**src/rtl/ahb_des_arbiter_if.sv**
```systemverilog
// Bus bundle between two AHB-Lite masters, the arbiter and the shared Triple-DES slave port.
// 'master' is the arbiter's view (it masters the slave side); 'slave' is the surrounding system's view.
interface ahb_des_arbiter_if #(
    parameter int ADDR_W = 32,
    parameter int DATA_W = 64
);
    logic [1:0]        M0_HTRANS;
    logic [ADDR_W-1:0] M0_HADDR;
    logic              M0_HWRITE;
    logic [2:0]        M0_HSIZE;
    logic [2:0]        M0_HBURST;
    logic [3:0]        M0_HPROT;
    logic              M0_HMASTLOCK;
    logic [DATA_W-1:0] M0_HWDATA;
    logic              M0_HREADY;
    logic              M0_HRESP;
    logic [DATA_W-1:0] M0_HRDATA;

    logic [1:0]        M1_HTRANS;
    logic [ADDR_W-1:0] M1_HADDR;
    logic              M1_HWRITE;
    logic [2:0]        M1_HSIZE;
    logic [2:0]        M1_HBURST;
    logic [3:0]        M1_HPROT;
    logic              M1_HMASTLOCK;
    logic [DATA_W-1:0] M1_HWDATA;
    logic              M1_HREADY;
    logic              M1_HRESP;
    logic [DATA_W-1:0] M1_HRDATA;

    logic              HSEL;
    logic [1:0]        HTRANS;
    logic [ADDR_W-1:0] HADDR;
    logic              HWRITE;
    logic [2:0]        HSIZE;
    logic [2:0]        HBURST;
    logic [3:0]        HPROT;
    logic              HMASTLOCK;
    logic [DATA_W-1:0] HWDATA;
    logic              HMASTER;
    logic              HREADY;
    logic              HRESP;
    logic [DATA_W-1:0] HRDATA;

    modport master (
        input  M0_HTRANS, M0_HADDR, M0_HWRITE, M0_HSIZE, M0_HBURST, M0_HPROT, M0_HMASTLOCK, M0_HWDATA,
        output M0_HREADY, M0_HRESP, M0_HRDATA,
        input  M1_HTRANS, M1_HADDR, M1_HWRITE, M1_HSIZE, M1_HBURST, M1_HPROT, M1_HMASTLOCK, M1_HWDATA,
        output M1_HREADY, M1_HRESP, M1_HRDATA,
        output HSEL, HTRANS, HADDR, HWRITE, HSIZE, HBURST, HPROT, HMASTLOCK, HWDATA, HMASTER,
        input  HREADY, HRESP, HRDATA
    );

    modport slave (
        output M0_HTRANS, M0_HADDR, M0_HWRITE, M0_HSIZE, M0_HBURST, M0_HPROT, M0_HMASTLOCK, M0_HWDATA,
        input  M0_HREADY, M0_HRESP, M0_HRDATA,
        output M1_HTRANS, M1_HADDR, M1_HWRITE, M1_HSIZE, M1_HBURST, M1_HPROT, M1_HMASTLOCK, M1_HWDATA,
        input  M1_HREADY, M1_HRESP, M1_HRDATA,
        input  HSEL, HTRANS, HADDR, HWRITE, HSIZE, HBURST, HPROT, HMASTLOCK, HWDATA, HMASTER,
        output HREADY, HRESP, HRDATA
    );
endinterface

```
**src/rtl/ahb_des_arbiter.sv**
```systemverilog
// Two-master AHB-Lite arbiter: one-entry address buffer per master, round-robin with lock, onto one slave.
// Latency: slave address phase one cycle after capture. Backpressure: master HREADY low until its data phase ends.
module ahb_des_arbiter #(
    parameter int ADDR_W      = 32,
    parameter int DATA_W      = 64,
    parameter bit FIRST_GRANT = 1'b0
) (
    input  logic               HCLK,
    input  logic               HRESET,
    ahb_des_arbiter_if.master  bus
);
    typedef struct packed {
        logic [ADDR_W-1:0] haddr;
        logic              hwrite;
        logic [2:0]        hsize;
        logic [2:0]        hburst;
        logic [3:0]        hprot;
        logic              hmastlock;
    } aph_t;

    aph_t       m_aph [2];
    logic [1:0] m_req;
    logic [1:0] m_hmastlock;
    logic [1:0] m_hready;
    logic [1:0] cap;

    aph_t       buf_dat [2];
    logic [1:0] pend_vld;
    logic [1:0] busy;
    logic       own_vld;
    logic       owner;
    logic       lock_vld;
    logic       lock_m;
    logic       hold_vld;
    logic       hold_m;
    logic       last_grant;
    logic       hmaster_q;

    logic       win_vld;
    logic       win;
    logic       issue;
    aph_t       sel_aph;

    logic       unused_htrans;
    assign unused_htrans = bus.M0_HTRANS[0] ^ bus.M1_HTRANS[0];

    assign m_aph[0] = {bus.M0_HADDR, bus.M0_HWRITE, bus.M0_HSIZE, bus.M0_HBURST, bus.M0_HPROT, bus.M0_HMASTLOCK};
    assign m_aph[1] = {bus.M1_HADDR, bus.M1_HWRITE, bus.M1_HSIZE, bus.M1_HBURST, bus.M1_HPROT, bus.M1_HMASTLOCK};
    assign m_req       = {bus.M1_HTRANS[1], bus.M0_HTRANS[1]};
    assign m_hmastlock = {bus.M1_HMASTLOCK, bus.M0_HMASTLOCK};

    // A busy master only sees HREADY while its own transfer is in the slave data phase.
    assign m_hready[0] = ~busy[0] | (own_vld & ~owner & bus.HREADY);
    assign m_hready[1] = ~busy[1] | (own_vld &  owner & bus.HREADY);
    assign cap         = m_hready & m_req;

    // A presented-but-stalled address phase is held so the winner cannot change under HREADY=0.
    always_comb begin
        win_vld = 1'b0;
        win     = last_grant;
        if (hold_vld) begin
            win_vld = 1'b1;
            win     = hold_m;
        end else if (lock_vld) begin
            win_vld = pend_vld[lock_m];
            win     = lock_m;
        end else if (&pend_vld) begin
            win_vld = 1'b1;
            win     = ~last_grant;
        end else if (pend_vld[0]) begin
            win_vld = 1'b1;
            win     = 1'b0;
        end else if (pend_vld[1]) begin
            win_vld = 1'b1;
            win     = 1'b1;
        end
    end

    assign issue   = win_vld & bus.HREADY;
    assign sel_aph = buf_dat[win];

    always_ff @(posedge HCLK or negedge HRESET) begin
        if (!HRESET) begin
            buf_dat[0] <= '0;
            buf_dat[1] <= '0;
            pend_vld   <= '0;
            busy       <= '0;
            own_vld    <= 1'b0;
            owner      <= FIRST_GRANT;
            lock_vld   <= 1'b0;
            lock_m     <= FIRST_GRANT;
            hold_vld   <= 1'b0;
            hold_m     <= FIRST_GRANT;
            last_grant <= ~FIRST_GRANT;
            hmaster_q  <= FIRST_GRANT;
        end else begin
            hold_vld <= win_vld & ~bus.HREADY;
            hold_m   <= win;
            if (bus.HREADY) begin
                own_vld <= issue;
            end
            if (own_vld && bus.HREADY) begin
                busy[owner] <= 1'b0;
            end
            if (issue) begin
                pend_vld[win] <= 1'b0;
                owner         <= win;
                last_grant    <= win;
                hmaster_q     <= win;
                lock_vld      <= sel_aph.hmastlock;
                lock_m        <= win;
            end else if (lock_vld && !busy[lock_m] && !m_hmastlock[lock_m]) begin
                lock_vld <= 1'b0;
            end
            // A capture in the completion cycle of the same master re-arms busy.
            for (int i = 0; i < 2; i++) begin
                if (cap[i]) begin
                    buf_dat[i]  <= m_aph[i];
                    pend_vld[i] <= 1'b1;
                    busy[i]     <= 1'b1;
                end
            end
        end
    end

    assign bus.HSEL      = win_vld;
    assign bus.HTRANS    = win_vld ? 2'b10 : 2'b00;
    assign bus.HADDR     = sel_aph.haddr;
    assign bus.HWRITE    = sel_aph.hwrite;
    assign bus.HSIZE     = sel_aph.hsize;
    assign bus.HBURST    = sel_aph.hburst;
    assign bus.HPROT     = sel_aph.hprot;
    assign bus.HMASTLOCK = win_vld & sel_aph.hmastlock;
    assign bus.HMASTER   = win_vld ? win : hmaster_q;
    assign bus.HWDATA    = owner ? bus.M1_HWDATA : bus.M0_HWDATA;

    assign bus.M0_HREADY = m_hready[0];
    assign bus.M1_HREADY = m_hready[1];
    assign bus.M0_HRESP  = own_vld & ~owner & bus.HRESP;
    assign bus.M1_HRESP  = own_vld &  owner & bus.HRESP;
    assign bus.M0_HRDATA = bus.HRDATA;
    assign bus.M1_HRDATA = bus.HRDATA;
endmodule
```
**src/flat_wrapper.sv**
```systemverilog
// flat-port wrapper written by rule: the top's interface ports become plain ports
module ahb_des_arbiter_flat 
#(
    parameter int ADDR_W      = 32,
    parameter int DATA_W      = 64,
    parameter bit FIRST_GRANT = 1'b0
)
  (HCLK, HRESET, bus_M0_HTRANS, bus_M0_HADDR, bus_M0_HWRITE, bus_M0_HSIZE, bus_M0_HBURST, bus_M0_HPROT, bus_M0_HMASTLOCK, bus_M0_HWDATA, bus_M0_HREADY, bus_M0_HRESP, bus_M0_HRDATA, bus_M1_HTRANS, bus_M1_HADDR, bus_M1_HWRITE, bus_M1_HSIZE, bus_M1_HBURST, bus_M1_HPROT, bus_M1_HMASTLOCK, bus_M1_HWDATA, bus_M1_HREADY, bus_M1_HRESP, bus_M1_HRDATA, bus_HSEL, bus_HTRANS, bus_HADDR, bus_HWRITE, bus_HSIZE, bus_HBURST, bus_HPROT, bus_HMASTLOCK, bus_HWDATA, bus_HMASTER, bus_HREADY, bus_HRESP, bus_HRDATA);
  ahb_des_arbiter_if #(.ADDR_W(ADDR_W), .DATA_W(DATA_W)) bus_i ();
  input  logic HCLK;
  input  logic HRESET;
  input wire logic [$bits(bus_i.M0_HTRANS)-1:0] bus_M0_HTRANS;
  input wire logic [$bits(bus_i.M0_HADDR)-1:0] bus_M0_HADDR;
  input wire logic [$bits(bus_i.M0_HWRITE)-1:0] bus_M0_HWRITE;
  input wire logic [$bits(bus_i.M0_HSIZE)-1:0] bus_M0_HSIZE;
  input wire logic [$bits(bus_i.M0_HBURST)-1:0] bus_M0_HBURST;
  input wire logic [$bits(bus_i.M0_HPROT)-1:0] bus_M0_HPROT;
  input wire logic [$bits(bus_i.M0_HMASTLOCK)-1:0] bus_M0_HMASTLOCK;
  input wire logic [$bits(bus_i.M0_HWDATA)-1:0] bus_M0_HWDATA;
  output wire logic [$bits(bus_i.M0_HREADY)-1:0] bus_M0_HREADY;
  output wire logic [$bits(bus_i.M0_HRESP)-1:0] bus_M0_HRESP;
  output wire logic [$bits(bus_i.M0_HRDATA)-1:0] bus_M0_HRDATA;
  input wire logic [$bits(bus_i.M1_HTRANS)-1:0] bus_M1_HTRANS;
  input wire logic [$bits(bus_i.M1_HADDR)-1:0] bus_M1_HADDR;
  input wire logic [$bits(bus_i.M1_HWRITE)-1:0] bus_M1_HWRITE;
  input wire logic [$bits(bus_i.M1_HSIZE)-1:0] bus_M1_HSIZE;
  input wire logic [$bits(bus_i.M1_HBURST)-1:0] bus_M1_HBURST;
  input wire logic [$bits(bus_i.M1_HPROT)-1:0] bus_M1_HPROT;
  input wire logic [$bits(bus_i.M1_HMASTLOCK)-1:0] bus_M1_HMASTLOCK;
  input wire logic [$bits(bus_i.M1_HWDATA)-1:0] bus_M1_HWDATA;
  output wire logic [$bits(bus_i.M1_HREADY)-1:0] bus_M1_HREADY;
  output wire logic [$bits(bus_i.M1_HRESP)-1:0] bus_M1_HRESP;
  output wire logic [$bits(bus_i.M1_HRDATA)-1:0] bus_M1_HRDATA;
  output wire logic [$bits(bus_i.HSEL)-1:0] bus_HSEL;
  output wire logic [$bits(bus_i.HTRANS)-1:0] bus_HTRANS;
  output wire logic [$bits(bus_i.HADDR)-1:0] bus_HADDR;
  output wire logic [$bits(bus_i.HWRITE)-1:0] bus_HWRITE;
  output wire logic [$bits(bus_i.HSIZE)-1:0] bus_HSIZE;
  output wire logic [$bits(bus_i.HBURST)-1:0] bus_HBURST;
  output wire logic [$bits(bus_i.HPROT)-1:0] bus_HPROT;
  output wire logic [$bits(bus_i.HMASTLOCK)-1:0] bus_HMASTLOCK;
  output wire logic [$bits(bus_i.HWDATA)-1:0] bus_HWDATA;
  output wire logic [$bits(bus_i.HMASTER)-1:0] bus_HMASTER;
  input wire logic [$bits(bus_i.HREADY)-1:0] bus_HREADY;
  input wire logic [$bits(bus_i.HRESP)-1:0] bus_HRESP;
  input wire logic [$bits(bus_i.HRDATA)-1:0] bus_HRDATA;
  assign bus_i.M0_HTRANS = bus_M0_HTRANS;
  assign bus_i.M0_HADDR = bus_M0_HADDR;
  assign bus_i.M0_HWRITE = bus_M0_HWRITE;
  assign bus_i.M0_HSIZE = bus_M0_HSIZE;
  assign bus_i.M0_HBURST = bus_M0_HBURST;
  assign bus_i.M0_HPROT = bus_M0_HPROT;
  assign bus_i.M0_HMASTLOCK = bus_M0_HMASTLOCK;
  assign bus_i.M0_HWDATA = bus_M0_HWDATA;
  assign bus_M0_HREADY = bus_i.M0_HREADY;
  assign bus_M0_HRESP = bus_i.M0_HRESP;
  assign bus_M0_HRDATA = bus_i.M0_HRDATA;
  assign bus_i.M1_HTRANS = bus_M1_HTRANS;
  assign bus_i.M1_HADDR = bus_M1_HADDR;
  assign bus_i.M1_HWRITE = bus_M1_HWRITE;
  assign bus_i.M1_HSIZE = bus_M1_HSIZE;
  assign bus_i.M1_HBURST = bus_M1_HBURST;
  assign bus_i.M1_HPROT = bus_M1_HPROT;
  assign bus_i.M1_HMASTLOCK = bus_M1_HMASTLOCK;
  assign bus_i.M1_HWDATA = bus_M1_HWDATA;
  assign bus_M1_HREADY = bus_i.M1_HREADY;
  assign bus_M1_HRESP = bus_i.M1_HRESP;
  assign bus_M1_HRDATA = bus_i.M1_HRDATA;
  assign bus_HSEL = bus_i.HSEL;
  assign bus_HTRANS = bus_i.HTRANS;
  assign bus_HADDR = bus_i.HADDR;
  assign bus_HWRITE = bus_i.HWRITE;
  assign bus_HSIZE = bus_i.HSIZE;
  assign bus_HBURST = bus_i.HBURST;
  assign bus_HPROT = bus_i.HPROT;
  assign bus_HMASTLOCK = bus_i.HMASTLOCK;
  assign bus_HWDATA = bus_i.HWDATA;
  assign bus_HMASTER = bus_i.HMASTER;
  assign bus_i.HREADY = bus_HREADY;
  assign bus_i.HRESP = bus_HRESP;
  assign bus_i.HRDATA = bus_HRDATA;
  ahb_des_arbiter #(.ADDR_W(ADDR_W), .DATA_W(DATA_W), .FIRST_GRANT(FIRST_GRANT)) u_core (.HCLK(HCLK), .HRESET(HRESET), .bus(bus_i));
endmodule
```
**config.mk**
```make
export PLATFORM = sky130hd
export DESIGN_NAME = ahb_des_arbiter_flat
export DESIGN_NICKNAME = d
export VERILOG_FILES = /design/src/rtl/ahb_des_arbiter_if.sv /design/src/rtl/ahb_des_arbiter.sv /design/src/flat_wrapper.sv
export SDC_FILE = /design/constraint.sdc
export NUM_CORES = 1
export LEC_CHECK = 0
export CAP_MARGIN = 20
export CORE_AREA = 4 4 206 208
export CTS_CLUSTER_DIAMETER = 30
export DETAILED_ROUTE_END_ITERATION = 10
export DIE_AREA = 0 0 210 212
export MAX_ROUTING_LAYER = met4
export PLACE_DENSITY_LB_ADDON = 0.2
export SETUP_SLACK_MARGIN = 0.05
export SKIP_CTS_REPAIR_TIMING = 1
export SKIP_LAST_GASP = 1
export SYNTH_ARGS = -nofsm -noshare
export SYNTH_HDL_FRONTEND = slang
export SYNTH_SLANG_ARGS = --single-unit
```
**constraint.sdc**
```tcl
create_clock -name HCLK -period 3.75 [get_ports HCLK]
set_input_delay 0.75 -clock HCLK [delete_from_list [all_inputs] [get_ports HCLK]]
set_output_delay 0.75 -clock HCLK [all_outputs]
set_load 0.02 [all_outputs]
```
# Word-level counts from Yosys, hierarchy flattened
# Cells that the tools add are included.
# classes
n_lt_le_gt_ge,5
n_mux,34
n_bitwise,22
n_reduce_logical,13
# ops
op,count
2-to-1 mux 44 bit,3
2-to-1 mux 64 bit,1
2-to-1 mux 1 bit,25
nonzero test 2 bit,5
bitwise AND 1 bit,9
bitwise AND 2 bit,3
2-to-1 mux 2 bit,3
logical AND 1 bit,5
NOT 1 bit,5
< comparator 1 x 2 -> 1 bit (second input constant),2
NOT 2 bit,2
demux 1 bit (select 1 bit),2
>= comparator 1 bit (second input constant),2
>= comparator 2 bit (second input constant),1
logical NOT 1 bit,2
NOT 1 -> 2 bit,1
OR 1 bit,2
AND reduction 2 bit,1
# word_totals
regBits,98
in_bits,288
out_inout_bits,244
elab_cells,96

# Logic depth before layout (Yosys ltp)
# Gate-level depths: netlist of the first run.
# depth
word_depth,13
mapped_depth,7
depth_no_buf,4

# Worst setup path before layout of the first run
# No wires, ideal clock.
# synth_timing
path_type,register -> output
from,reg u_core.pend_vld[1]
to,out bus_HADDR[0]
arrival_time_ns,1.631
t_required_ns,3.000
path_slack_ns,1.369
path_stages_with_launch,6
n_path_buf,2
cell_sequence,dfrtp_1 or2_2 a311o_1 buf_4 buf_6 mux2_4
# synth_via
elab_chain_len,9
elab_cells_between_ends,10
classes_between,8 x mux; 1 x bitwise; 1 x reduce/logical
# synth_lines
item,line_no,source
"start, declared",ahb_des_arbiter.sv:28,logic [1:0] pend_vld;
"start signal, assigned",ahb_des_arbiter.sv:86,pend_vld <= '0;
"start signal, assigned by index",ahb_des_arbiter.sv:106,pend_vld[win] <= 1'b0;
"start signal, assigned by index",ahb_des_arbiter.sv:119,pend_vld[i] <= 1'b1;
2-to-1 mux 1 bit,ahb_des_arbiter.sv:73,end else if (pend_vld[1]) begin
2-to-1 mux 1 bit,ahb_des_arbiter.sv:70,end else if (pend_vld[0]) begin
2-to-1 mux 1 bit (*),ahb_des_arbiter.sv:67,end else if (&pend_vld) begin
2-to-1 mux 1 bit (*),ahb_des_arbiter.sv:64,end else if (lock_vld) begin
2-to-1 mux 1 bit (*),ahb_des_arbiter.sv:61,if (hold_vld) begin
NOT 1 -> 2 bit (implied by the code) (*),ahb_des_arbiter.sv:80,assign sel_aph = buf_dat[win];
2-to-1 mux 44 bit (implied by the code) (*) (3 in a row),ahb_des_arbiter.sv:80,
"end, declared",flat_wrapper.sv:36,output wire logic [$bits(bus_i.HADDR)-1:0] bus_HADDR;
# Mark *: on every way between the ends. The rest lies on a longest branch, timed or not. The select of a mux whose other input is x is not followed.

# Worst setup path in the final report of the first run
# layout_timing
from,reg u_core.pend_vld[1]
to,out bus_HADDR[31]
# Same word-level chain as after synthesis.

==> results.cfg, run 1 <==
[setup_path]
worst-path-max-fanout = 31
reg2regPathDepth = 6
worst-endpoint-required_ns = 3.00
worstReg2RegEnd = u_core.buf_dat[13]$_DFFE_PN0P_
arrival_ns = 2.72
setup.worst_path.class = reg -> out
kind_of_capture_point_of_the_worst_setup_path = output port
crit_path_start_kind = flip-flop
worstReg2RegStart = u_core.owner$_DFFE_PN0P_
worst-r2r-setup-slack_ns = 1.10

[power_and_ir_drop]
ir_drop_mv = 0.379
power_per_unit_of_standard_cell_area_nw_per_um2 = 848
p_leak_nw = 3.68

[global_routing]
grt_antenna_before_repair = 1
grt_start_max_net_pins = 58
first_global_vias = 4847
grt_pass1_wl_mm = 37.1
globalRouteTotalUtil_pct = 12.0
grt_remaining_overflow = 0

[drt]
remaining_drc_errors = 0
avg_vias_per_cell = 3.53
wire_per_inst_um = 21.9
drt_first_pass_iters = 4
antenna_violating_nets_post_route = 0
routed_wl_mm = 27.2
dr.first_iter.drc_count = 91
routed-via-count = 4377

[floorplanning]
fp-row-count = 74
initial_util_pct = 15.2
fp.dieArea_um2 = 44500
floorplan.die.width_um = 210
floorplan.core_area_um2 = 40600
die_height_um = 212
num_io_pins = 532

[timing]
finalWorstPathRequiredPeriod_ns = 3.47
rsz_0062_raised_after_global_routing = false
max_slew_margin_pct = 48.9
maxSlewViolCount = 0
tightestPinTransition_ns = 0.766
post-route-period-util_pct = 92.5
hold_viol_final = 0
final.hold.worst_slack_ns = 0.453
fin_setup_tns_ns = 0
finalClockSkew_ns = 0.0158
finalSetupViolations = 0
max_freq_mhz = 288

[synthesis]
post_synth_instance_area_um2 = 6160
synth_top_area_share_pct = 39.4
yosys.cell_types.count = 31
synth_warnings = 0
synth_top_flop_cell = sky130_fd_sc_hd__dfrtp_1
postSynthNetCount = 783
seq_total_area_yosys_pct = 39.8
post_synth.cell_area_avg_um2 = 12.4
share_of_async_settable_or_async_resettable_flops_after_synthesis_pct = 100
yosysTopAreaCell = sky130_fd_sc_hd__dfrtp_1
yosys_register_bits = 98
synth-edff-count = 0
synth_cells = 495
synth_top_cells_by_area = sky130_fd_sc_hd__dfrtp_1 (39%), sky130_fd_sc_hd__mux2_2 (31%), sky130_fd_sc_hd__buf_4 (16%), sky130_fd_sc_hd__mux2_4 (6.6%), sky130_fd_sc_hd__buf_2 (0.65%)

[cells_and_area]
regArea_um2 = 2450
fin_nets = 988
most_common_library_cell_in_the_layout_ignoring_fill_and_taps = sky130_fd_sc_hd__clkdlybuf4s50_1
footprint_of_the_multi_input_gates_um2 = 2580
nFillCells = 4361
area.growth.synth_to_final_pct = 54.0
drive_gt1_share_pct = 32.6
layout.cells.most_common_list = sky130_fd_sc_hd__clkdlybuf4s50_1 (335), sky130_fd_sc_hd__mux2_2 (169), sky130_fd_sc_hd__dfrtp_1 (96)

[clock_tree]
numCtsBuffers = 9
clock_tree.buffer_depth = 2
cts_tree = done
worst_path_clk_slew_ns = 0.08
root_buffer = sky130_fd_sc_hd__clkbuf_16
cts.sinks = 98
cts_max_level = 3
insertion_delay_ns = 0.36

[placed_design]
finalWeightedCongestion = 0.797
port_bufs = 336
place_hpwl_mm = 22.7

[flow_run]
maxCapViolations = 0

[run_status]
status = finished clean

[worst_hold_path]
holdCritPathClass = in -> async
-- final cells by class --
class | instances | share of cell area, %
diodes | 2 | 0.0528
repair buffers | 347 | 36.4
inverters | 3 | 0.119
well taps | 532 | 7.02
clock buffers | 9 | 2.37
clock inverters | 7 | 0.858
multi-input cells | 241 | 27.3
flip-flops and latches | 98 | 25.9
-- synth_stat cells (all sizes together) (2+ instances only) --
library cell,count
a21o,2
buf,153
nand2b,4
a21oi,2
dfrtp,97
o21a,2
nor2,8
mux2,196
and2,3
inv,3
mux2i,4
nand2,6
-- worst max-delay path, cell delays in order, from the launching register on --
cell and delay (ns):
sky130_fd_sc_hd__dfrtp_1 0.43, sky130_fd_sc_hd__or2_2 0.34, sky130_fd_sc_hd__a311o_2 0.33, sky130_fd_sc_hd__buf_4 0.30, sky130_fd_sc_hd__mux2_2 0.30, sky130_fd_sc_hd__clkdlybuf4s50_1 0.65
-- kinds of logic (layout without fill, tap and decap cells) --
kind of cell,Yosys count,after routing,share of synthesized area [%]
mux,200,200,38.1
compound gates,13,13,1.50
simple gates,27,27,2.21
flops,98,98,39.8
buf+inv,156,366,18.3
other cells,1,3,0.0609
-- layer usage --
| metal | track usage (%) | wire length (um) | share of wire, % | vias up |
|---|---|---|---|---|
| li1 | - | - | - | 1992 |
| met1 | 13.0 | 10300 | 38 | 2053 |
| met2 | 20.0 | 13500 | 50 | 306 |
| met3 | 5.65 | 3010 | 11 | 26 |
| met4 | 2.72 | 367 | 1.4 | 0 |
| met5 | - | 0 | 0 | - |
-- where the power goes --
group / switching [W] / internal, W
Clock: 0.000459 / 0.000531
Sequential: 0.000304 / 0.00160
Combinational: 0.00231 / 0.00283
Total: 0.00308 / 0.00496
-- flip-flops by register name, summed over array words and instances, names as in the netlist --
name	cells
u_core.busy	2
u_core.last_grant	1
u_core.lock_vld	1
u_core.owner	1
u_core.own_vld	1
u_core.pend_vld	2
u_core.buf_dat	88
u_core.hold_m	1
u_core.hold_vld	1
-- through the flow --
step / setup WS, ns / area, um^2 / std cells / power, W / util (%)
after global placement: 0.556 / 9170 / 1221 / 0.00718 / 22.6
after detailed placement: 0.571 / 9170 / 1221 / 0.00716 / 22.6
after global routing: 0.186 / 9480 / 1238 / 0.00854 / 23.4
after floorplan: 1.37 / 6160 / 495 / 0.00518 / -
after CTS: 0.237 / 9480 / 1237 / 0.00823 / 23.4
final: 0.280 / 9480 / 1239 / 0.00804 / 23.4
-- worst max path at each step --
stage | from | end | slack, ns | cells after the start
after floorplan | u_core.pend_vld[1]$_DFFE_PN0P_ | bus_HADDR[0] | 1.37 | 5
after global placement | bus_HREADY | bus_M0_HREADY | 0.56 | 4
after detailed placement | bus_HREADY | bus_M0_HREADY | 0.57 | 4
after CTS | u_core.pend_vld[1]$_DFFE_PN0P_ | bus_HADDR[14] | 0.24 | 5
after global routing | u_core.pend_vld[1]$_DFFE_PN0P_ | bus_HPROT[1] | 0.19 | 5
final | u_core.pend_vld[1]$_DFFE_PN0P_ | bus_HADDR[31] | 0.28 | 5
No activity file was read; power rests on OpenSTA's default activity.
==> run 2, diff against run 1 <==
Settings changed: CORE_AREA 4 4 206 208 to 2 2 204 206, DIE_AREA 0 0 210 212 to 0 0 206 208, GPL_TIMING_DRIVEN from default to 0.
==> run 2 against run 1 <==
Compared with the run above: die area is 3.8% lower; clock power about the same; sequential share of layout area down 5.1 points; flip-flop and latch count unchanged; final cell count up 22%; combinational power increased by 9.5%; global-route usage up 2.1 points; register-to-register slack gained 0.47 ns; hold slack got worse by 0.24 ns; maximum frequency decreased by 0.36%; count of clock-buffer cells in the layout unchanged; worst setup slack worse by 0.012 ns.
==> results.cfg, run 2 (synthesis gave the netlist of run 1 again) <==
[drt]
dr.first_iter.drc_count = 171
remaining_drc_errors = 0
wire_per_inst_um = 20.0
routed_wl_mm = 30.4
antenna_violating_nets_post_route = 0
drt_first_pass_iters = 4
avg_vias_per_cell = 3.54
routed-via-count = 5367

[run_status]
status = finished clean

[setup_path]
worst-path-max-fanout = 10
crit_path_start_kind = flip-flop
worstReg2RegEnd = u_core.buf_dat[5]$_DFFE_PN0P_
setup.worst_path.end = bus_HMASTER
setup.worst_path.class = reg -> out
worstReg2RegStart = u_core.owner$_DFFE_PN0P_
worst-r2r-setup-slack_ns = 1.57
reg2regPathDepth = 7
critical_path.startpoint = u_core.owner$_DFFE_PN0P_
arrival_ns = 2.73
worst-endpoint-required_ns = 3.00
kind_of_capture_point_of_the_worst_setup_path = output port

[cells_and_area]
most_common_library_cell_in_the_layout_ignoring_fill_and_taps = sky130_fd_sc_hd__clkdlybuf4s50_1
largest_registers = u_core.buf_dat (88), u_core.busy (2), u_core.pend_vld (2)
largest-register = u_core.buf_dat
area.growth.synth_to_final_pct = 92.0
layout.cells.most_common_list = sky130_fd_sc_hd__clkdlybuf4s50_1 (463), sky130_fd_sc_hd__mux2_2 (169), sky130_fd_sc_hd__buf_4 (135)
drive_gt1_share_pct = 37.1
largest_register_ff_count = 88
fin_nets = 1259
finish.utilization_pct = 29.2

[clock_tree]
cts.sinks = 98
worst_path_clk_slew_ns = 0.08
clock_tree.buffer_depth = 2
cts_tree = done
insertion_delay_ns = 0.36
numCtsBuffers = 9
root_buffer = sky130_fd_sc_hd__clkbuf_16
cts_max_level = 3

[worst_hold_path]
holdCritPathClass = in -> async

[placed_design]
port_bufs = 464
place_hpwl_mm = 25.7
finalWeightedCongestion = 0.865

[floorplanning]
initial_util_pct = 15.2
fp-row-count = 74
fp.dieArea_um2 = 42800
floorplan.die.width_um = 206
floorplan.core_area_um2 = 40600
num_io_pins = 532
die_height_um = 208

[global_routing]
grt_start_max_net_pins = 85
globalRouteTotalUtil_pct = 14.1
grt_remaining_overflow = 0
grt_antenna_before_repair = 8
grt_pass1_wl_mm = 41.8
first_global_vias = 5749

[timing]
maxSlewViolCount = 0
tightestPinTransition_ns = 0.725
finalClockSkew_ns = 0.0145
final.hold.worst_slack_ns = 0.213
max_slew_margin_pct = 51.7
max_freq_mhz = 287
rsz_0062_raised_after_global_routing = false
post-route-period-util_pct = 92.9
finalSetupViolations = 0
finalWorstPathRequiredPeriod_ns = 3.48
hold_viol_final = 0

[power_and_ir_drop]
ir_drop_mv = 0.417
power_per_unit_of_standard_cell_area_nw_per_um2 = 721
p_leak_nw = 4.84

[flow_run]
maxCapViolations = 0
run 2: cell types whose count changed in the layout (fill, tap and decap cells not counted), sizes merged:
cell / previous run / this run
buf: 12 / 155
clkinv: 2 / 1
clkdlybuf4s50: 335 / 463
clkinvlp: 0 / 1
diode: 2 / 8
run 2: layout make-up:
cell class / count / area, um^2
clock inverter: 7 / 82.6
tap: 532 / 666
fill: 4270 / 28700
sequential: 98 / 2450
clock buffer: 9 / 225
antenna: 8 / 20.0
buffer: 153 / 1110
multi-input combinational: 241 / 2580
timing repair buffer: 465 / 4670
inverter: 3 / 11.3
run 2: per-layer routing:
layer  GRT usage (%)  vias to the layer above  part of all wire (%)
met3            4.57                       18                   9.1
li1                -                     2551                     -
met5               -                        -                     0
met1            17.1                     2548                    43
met4            3.77                        0                   1.4
met2            22.5                      250                    47
run 2: critical path, cell delays in order, from the launching register on:
cell and delay (ns):
sky130_fd_sc_hd__dfrtp_1 0.37, sky130_fd_sc_hd__buf_2 0.27, sky130_fd_sc_hd__mux2i_1 0.27, sky130_fd_sc_hd__a21oi_1 0.09
sky130_fd_sc_hd__nor2_1 0.38, sky130_fd_sc_hd__mux2_2 0.41, sky130_fd_sc_hd__clkdlybuf4s50_1 0.58
run 2: worst min-delay path by stage:
stage          cells after the start                        endpoint                      startpoint  slack, ns
6_report                           1   u_core.buf_dat[1]$_DFFE_PN0P_                          HRESET       0.21
5_1_grt                            1   u_core.buf_dat[1]$_DFFE_PN0P_                          HRESET       0.21
4_1_cts                            1   u_core.buf_dat[1]$_DFFE_PN0P_                          HRESET       0.19
3_5_place_dp                       1  u_core.buf_dat[31]$_DFFE_PN0P_  u_core.buf_dat[31]$_DFFE_PN0P_       0.49
3_3_place_gp                       1  u_core.buf_dat[38]$_DFFE_PN0P_  u_core.buf_dat[38]$_DFFE_PN0P_       0.49
2_1_floorplan                      0   u_core.buf_dat[0]$_DFFE_PN0P_                          HRESET       0.45
run 2: report_power, final:
part / switching, W / internal, W
logic: 0.00255 / 0.00309
registers: 0.000290 / 0.00160
clock network: 0.000471 / 0.000532
run 2: per-stage QoR:
stage	setup TNS, ns	cells	worst slack [ns]	area, um^2	total power, W
2_1_floorplan	0	495	1.37	6160	0.00518
3_3_place_gp	-238.79	1491	-2.47	11500	0.00764
3_5_place_dp	0	1492	0.599	11500	0.00765
4_1_cts	0	1508	0.166	11800	0.00873
5_1_grt	0	1514	0.0568	11800	0.00908
6_report	0	1516	0.267	11800	0.00853
